--- src/rtl/debug_unit.sv ---
// Host debug controller: loads instruction memory from UART bytes,
// runs or steps the pipeline, then streams PC/registers/memory back.
module debug_unit #(
  parameter int INST_SZ = 32,
  parameter int PC_SZ = 32,
  parameter int REG_SZ = 5,
  parameter int BYTE_SZ = 8,
  parameter int MEM_SZ = 10,
  parameter logic [INST_SZ-1:0] HALT_INST = 32'hFFFF_FFFF
) (
  input  logic               i_clk,
  input  logic               i_reset,
  input  logic [BYTE_SZ-1:0] i_rx_data,
  input  logic               i_rx_done,
  input  logic               i_tx_done,
  input  logic [PC_SZ-1:0]   i_pc,
  input  logic [INST_SZ-1:0] i_reg,
  input  logic [INST_SZ-1:0] i_mem,
  input  logic               i_halt,
  output logic [BYTE_SZ-1:0] o_tx_data,
  output logic               o_tx_start,
  output logic               o_write,
  output logic [INST_SZ-1:0] o_instruction,
  output logic               o_enable,
  output logic [REG_SZ-1:0]  o_debug_addr,
  output logic               o_busy
);

  typedef enum logic [3:0] {
    IDLE,
    LOAD,
    WRITE,
    RUN,
    STEP,
    DUMP_SET,
    DUMP_LATCH,
    DUMP_SEND,
    DUMP_WAIT
  } state_t;

  localparam logic [BYTE_SZ-1:0] CMD_L = BYTE_SZ'('h4C);
  localparam logic [BYTE_SZ-1:0] CMD_C = BYTE_SZ'('h43);
  localparam logic [BYTE_SZ-1:0] CMD_S = BYTE_SZ'('h53);
  localparam logic [6:0] LAST_WORD = 7'd64;
  localparam logic [6:0] REG_END = 7'd32;
  localparam logic [MEM_SZ:0] LOAD_LAST = {1'b0, {MEM_SZ{1'b1}}};

  state_t state;
  state_t next;

  logic [INST_SZ-1:0] shift;
  logic [INST_SZ-1:0] word;
  logic [1:0] byte_cnt;
  logic [6:0] word_idx;
  logic [MEM_SZ:0] load_cnt;
  logic [INST_SZ-1:0] sel;

  always_ff @(posedge i_clk or negedge i_reset) begin
    if (!i_reset) state <= IDLE;
    else state <= next;
  end

  always_comb begin
    next = state;
    o_write = 1'b0;
    o_enable = 1'b0;
    o_tx_start = 1'b0;
    unique case (state)
      IDLE: begin
        if (i_rx_done) begin
          unique case (1'b1)
            (i_rx_data == CMD_L): next = LOAD;
            (i_rx_data == CMD_C): next = RUN;
            (i_rx_data == CMD_S): next = STEP;
            default: next = IDLE;
          endcase
        end
      end
      LOAD: begin
        if (i_rx_done && byte_cnt == 2'd3) next = WRITE;
      end
      WRITE: begin
        o_write = 1'b1;
        if (shift == HALT_INST || load_cnt == LOAD_LAST)
          next = IDLE;
        else
          next = LOAD;
      end
      RUN: begin
        if (i_halt) next = DUMP_SET;
        else o_enable = 1'b1;
      end
      STEP: begin
        o_enable = !i_halt;
        next = DUMP_SET;
      end
      DUMP_SET: next = DUMP_LATCH;
      DUMP_LATCH: next = DUMP_SEND;
      DUMP_SEND: begin
        o_tx_start = 1'b1;
        next = DUMP_WAIT;
      end
      DUMP_WAIT: begin
        if (i_tx_done) begin
          if (byte_cnt != 2'd3) next = DUMP_SEND;
          else if (word_idx == LAST_WORD) next = IDLE;
          else next = DUMP_SET;
        end
      end
      default: next = IDLE;
    endcase
  end

  // word 0 is the PC, then 32 registers, then 32 memory words
  always_comb begin
    sel = i_mem;
    if (word_idx == '0) sel = INST_SZ'(i_pc);
    else if (word_idx <= REG_END) sel = i_reg;
  end

  always_ff @(posedge i_clk or negedge i_reset) begin
    if (!i_reset) begin
      shift <= '0;
      word <= '0;
      byte_cnt <= '0;
      word_idx <= '0;
      load_cnt <= '0;
    end else begin
      unique case (state)
        IDLE: begin
          byte_cnt <= '0;
          word_idx <= '0;
          if (i_rx_done && i_rx_data == CMD_L)
            load_cnt <= '0;
        end
        LOAD: begin
          if (i_rx_done) begin
            shift <= {shift[INST_SZ-BYTE_SZ-1:0], i_rx_data};
            byte_cnt <= byte_cnt + 2'd1;
          end
        end
        WRITE: load_cnt <= load_cnt + 1'b1;
        DUMP_LATCH: word <= sel;
        DUMP_WAIT: begin
          if (i_tx_done) begin
            byte_cnt <= byte_cnt + 2'd1;
            if (byte_cnt == 2'd3 && word_idx != LAST_WORD)
              word_idx <= word_idx + 7'd1;
          end
        end
        default: ;
      endcase
    end
  end

  assign o_instruction = shift;
  assign o_busy = (state != IDLE);
  assign o_debug_addr =
    (word_idx == '0) ? '0 : REG_SZ'(word_idx - 7'd1);
  // MSB-first: byte 0 takes the top byte of the latched word
  assign o_tx_data =
    BYTE_SZ'(word >> {~byte_cnt, 3'b000});

endmodule

--- config.mk ---
export PLATFORM = sky130hd
export DESIGN_NAME = debug_unit
export DESIGN_NICKNAME = d
export VERILOG_FILES = /design/src/rtl/debug_unit.sv
export SDC_FILE = /design/constraint.sdc
export NUM_CORES = 1
export LEC_CHECK = 0
export ABC_AREA = 1
export BUFFER_PORTS_ARGS = -buffer_cell sky130_fd_sc_hd__buf_2
export CORE_MARGIN = 4
export CORE_UTILIZATION = 40
export DETAILED_ROUTE_END_ITERATION = 8
export GPL_ROUTABILITY_DRIVEN = 0
export PLACE_DENSITY = 0.63
export SYNTH_ARGS = -nofsm -noshare
export SYNTH_HDL_FRONTEND = slang
export SYNTH_SLANG_ARGS = --single-unit
--- constraint.sdc ---
create_clock -name i_clk -period 4.7 [get_ports i_clk]
set_clock_uncertainty 0.2 [all_clocks]
set_input_delay 0 -clock i_clk [delete_from_list [all_inputs] [get_ports i_clk]]
set_output_delay 0 -clock i_clk [all_outputs]
set_load 0.01 [all_outputs]
==> Yosys cells after proc, flatten, opt, wreduce, memory -nomap -nowiden <==
Cells that the tools add are included.
{ "totals": {"out_inout_bits": 49, "elab_cells": 77, "register_bits": 88, "latch_bits": 0, "romBits": 0, "in_bits": 109, "ramBits": 0, "n_memories": 0} }
{ "classes": {"add_sub_neg": 4, "n_bitwise": 1, "n_mul": 0, "mux": 24, "eq_ne": 24, "n_reduce_logical": 16, "shift": 1, "div": 0, "order_cmp": 1} }
{ "ops": {"columns": ["op", "count"], "rows": [
  ["$mux W32", 2],
  ["$pmux W4 S9", 1],
  ["$eq A32 B32 Y1 const B", 1],
  ["$shr A32 B5 Y8", 1],
  ["$eq A8 B7 Y1 const B", 3],
  ["$pmux W11 S2", 1],
  ["$eq A4 B3 Y1 const B", 4],
  ["$mux W4", 4],
  ["$ne A2 B2 Y1 const B", 8],
  ["$mux W7", 2],
  ["$pmux W7 S2", 1],
  ["$add A11 B1 Y11 const B", 1],
  ["$eq A11 B10 Y1 const B", 1],
  ["$mux W11", 1],
  ["$pmux W3 S3", 1],
  ["$eq A4 B2 Y1 const B", 2],
  ["$add A7 B1 Y7 const B", 1],
  ["$eq A7 B7 Y1 const B", 1],
  ["$le A7 B6 Y1 const B", 1],
  ["$logic_not A7 Y1", 1],
  ["$ne A7 B7 Y1 const B", 1],
  ["$mux W3", 2],
  ["$pmux W2 S3", 1],
  ["$reduce_and A3 Y1", 2],
  ["other kinds (19)", 27]
]} }

==> Logic depth before layout (Yosys ltp) <==
{ "logic_depth": {"depth_word": 5, "mapped_depth": 11, "ltp_nobuf": 11} }

==> Least setup slack after synthesis <==
OpenSTA, ideal clock, no wires.
{ "synth_timing": {"path_type": "register to register", "startpoint": "reg word_idx[0]", "endpoint": "reg word[0]", "setup_ns": 0.122, "period_less_slack_ns": 1.761, "path_buffers": 1, "path_stages_with_launch": 9, "t_required_ns": 4.378, "arrival_time_ns": 1.439, "path_slack_ns": 2.939, "path_cell_list": "dfrtp_1 -> inv_1 -> ha_1 -> nand2_2 -> nor3_4 -> inv_4 -> buf_6 -> o211ai_2 -> nand2_1"} }
{ "synth_via": {"elab_chain_len": 3, "elab_cells_between_ends": 4, "classes_between": "order compare: 1; mux: 2; reduce/logical: 1"} }
{ "synth_rtl": {"columns": ["item", "line_no", "rtl"], "rows": [
  ["start: declaration", "54", "logic [6:0] word_idx;"],
  ["start signal: assignment", "148", "word_idx <= word_idx + 7'd1;"],
  ["$le A7 B6 Y1", "118", "else if (word_idx <= REG_END) sel = i_reg;"],
  ["$mux W32", "118", null],
  ["$mux W32 *", "117", "if (word_idx == '0) sel = INST_SZ'(i_pc);"],
  ["end signal: assignment", "143", "DUMP_LATCH: word <= sel;"],
  ["end: declaration", "52", "logic [INST_SZ-1:0] word;"]
]} }
Mark *: on every way between the ends. The rest lies on a longest branch, timed or not.
A chain may end at the register's enable or synchronous reset.

==> Worst setup path after layout <==
{ "layout_timing": {"startpoint": "reg word_idx[0]", "endpoint": "reg word[24]"} }
Same word-level chain as after synthesis.

==> flow_summary.ini <==
[clock_tree]
cts.sink_count = 88
clock_latency_ns = 0.34
path_clk_slew_ns = 0.06
root_buffer = clkbuf_16
cts_tree = done
htreeDepth = 3
clk_path_buf_depth = 2
cts_made_buffers = 9
post_cts_resized = 0

[power]
internal_power_mw = 1.66
power_density_mw_per_mm2 = 344
vdd_ir_drop_max_mv = 0.218
seqPwrFrac_pct = 44.7
sw_frac_of_total_pct = 33.7
p_clk_share_pct = 29.4
power_leakage_nw = 3.29
report.power.total_mw = 2.50
switching_power_uw = 842
p_comb_share_pct = 26.0

[critical_path]
crit_fanout = 33
crit_chain = inv_1 > ha_1 > nand2_2 > nand2_2 > nand2_2 > nand2_1 > nand3_2 > o211ai_2 > dlygate4sd3_1 > nand2_1
crit_path_top_delay_cell = dlygate4sd3_1
crit_required_ns = 4.74
max_stage_delay_ns = 0.57
path_class = flip-flop to flip-flop
cp-start-kind = flip-flop
crit_buf_inv = 2
cp.arrival_ns = 3.33
cp_top_family = simple AND/OR/NAND/NOR gates
end_kind = flip-flop
cp_common_cell = nand2_2

[sta]
worst_pin_slew_ns = 1.03
drv_slew = 0
min_period_ns = 3.29
relSlewSlack_pct = 31.3
finalHoldViolations = 17
fin_crit_sh_pct = 70.1
clock.fmax_mhz = 304
finalSetupViolCount = 0
holdWs_ns = -0.0136
finalSetupTns_ns = 0
grt_setup_unrepaired = false

[placement]
dp_hpwl_um = 10100
port-buffer-count = 157

[hold_path]
min_path_type = input pin to async pin

[detailed_routing]
route.antenna.remaining_nets = 0
routed_via_density = 4.86
first_pass_iters = 5
drt_iter0_drc = 276
wl_per_cell_um = 13.5
drc = 0
routed_wl_um = 14500
routed-via-count = 5221

[layout]
multiInputGateArea_mm2 = 0.00278
layout-drive-gt1-share_pct = 29.3
register_area_mm2 = 0.00220
n_fill_cell = 1219
n_antenna_cell = 0
fin_util_pct = 55.1
nNetsFinal = 1007
syn_to_final_growth_pct = 35.2

[global_route]
grt_use_met2_pct = 33.4
grt_pass1_wl_um = 23400
grt_max_degree = 65
antenna_found_initial = 0
grt_usage_pct = 19.0
use_met1_pct = 23.8
grt_pass1_vias = 5063
gr-total-overflow = 0
gr-usage-met3_pct = 3.95
grt-busiest-layer = met2

[yosys]
synth_compound_area_share_pct = 15.1
synth_warnings = 0
ys_ff_latch = 88
synth_simple_gate_area_share_pct = 33.1
synth_xor_area_share_pct = 1.30
syn-instance-count = 679
synth_seq_area_share_pct = 40.9
syn_nets = 793
yosys-top-cells-area = dfrtp_1, nand2_1, o211ai_2, nand3_1, nand3_2
synth_mux_area_share_pct = 1.05
synthAdderAreaFrac_pct = 1.16
synth_top_area_cell = dfrtp_1
avgSynthCellArea_um2 = 7.92
syn_area_mm2 = 0.00538
synth_top_area_share_pct = 40.9
synth_top_family_by_area = simple AND/OR/NAND/NOR gates
synthDistinctLibCells = 34

[status]
outcome = complete, but fails checks
violations = negative hold slack

[floorplanning]
die_w_um = 124
die_y_um = 124
core_region_area_mm2 = 0.0132
io_pins = 158
initial_core_util_pct = 40.8
row_count = 42
dieArea_mm2 = 0.0154

[job]
drv_cap = 0
power groups by stage:
stage               logic (mW)  clock network, mW  registers, mW
floorplan                0.309                  0           1.15
global route             0.743              0.783           1.15
global placement         0.615                  0           1.13
CTS                      0.658              0.746           1.12
finish                   0.648              0.734           1.12
detailed placement       0.623                  0           1.13
synthesized netlist by cell type:
master / n
a21oi_1: 16
a21oi_2: 1
a31oi_1: 2
buf_2: 12
buf_4: 1
buf_6: 9
clkbuf_1: 12
dfrtp_1: 88
ha_1: 5
inv_1: 38
inv_2: 9
inv_4: 1
mux2_1: 4
mux2_2: 1
nand2_1: 197
nand2_2: 6
nand3_1: 63
nand3_2: 29
nand3b_1: 1
nand4_1: 5
nor2_1: 66
nor2_2: 3
nor2_4: 1
nor3_1: 6
nor3_2: 1
nor3_4: 2
o211ai_2: 32
o21ai_0: 44
o21ai_1: 4
o21ai_2: 1
o22ai_1: 10
or2_1: 1
xnor2_1: 3
xor2_1: 5
state kept, by name, indices dropped and copies added (netlist names):
name	flops
byte_cnt	2
load_cnt	11
o_instruction	32
state	4
word	32
word_idx	7
area by class of cell:
type | instances | area share (%)
clock buffer | 10 | 3.29
clock inverter | 6 | 0.929
inverter | 48 | 2.51
multi-input combinational | 509 | 38.2
sequential | 88 | 30.3
tap | 176 | 3.03
timing repair buffer | 237 | 21.7
layout by cell type, fill, tap and decap left out, types with 3 or more instances in the layout:
cell	n
nor3_1	6
mux2_1	4
buf_4	4
ha_1	5
nand3_2	29
buf_2	156
a21oi_1	16
o211ai_2	32
nand2_2	6
inv_2	9
o21ai_0	44
inv_1	38
nand2_1	197
o21ai_1	4
nor2_1	66
dlygate4sd3_1	77
xor2_1	5
nor2_2	3
clkbuf_16	9
xnor2_1	3
o22ai_1	10
dfrtp_1	88
nand3_1	63
nand4_1	5
timing repair:
action	in CTS	in global routing
setup endpoints to repair	0	0
setup buffers	0	0
hold buffers	77	0
endpoints found under the hold margin	92	0
cell families after synthesis:
logic type,count (synthesis)
flip-flops,88
adder cells (fa/ha/maj),5
multiplexers,5
XOR/XNOR,8
AO/OA/AOI/OAI,110
AND/OR/NAND/NOR,381
buffers and inverters,82
path summary, 6_finish.rpt:
path                                endpoint  cells past startpoint          from  slack (ns)
setup reg to reg                    word[24]                     10   word_idx[0]        1.41
hold reg to reg                     word[25]                      2      word[25]        0.28
setup / recovery                    word[24]                     10   word_idx[0]        1.41
max in group asynchronous        load_cnt[1]                      3       i_reset        3.27
min in group i_clk          o_instruction[6]                      4  i_rx_data[6]        0.27
hold / removal             o_instruction[28]                      2       i_reset       -0.01
per-stage QoR:
| step | setup slack (ns) | hold WS [ns] | area (µm²) | instances |
|---|---|---|---|---|
| 4_1_cts | 1.45 | 0.00934 | 7270 | 1074 |
| 2_1_floorplan | 2.94 | -0.496 | 5380 | 679 |
| 5_1_grt | 1.21 | 0.0446 | 7270 | 1074 |
| 3_5_place_dp | 1.99 | -0.169 | 6200 | 981 |
| 3_3_place_gp | 2.01 | -0.169 | 6200 | 981 |
| 6_report | 1.41 | -0.0136 | 7270 | 1074 |
routing by layer:
| layer | wire, µm | share of wire, % |
|---|---|---|
| met3 | 777 | 5.4 |
| met5 | 0 | 0 |
| met1 | 6310 | 44 |
| met2 | 7200 | 50 |
| met4 | 188 | 1.3 |
(Power assumes the default switching activity.)
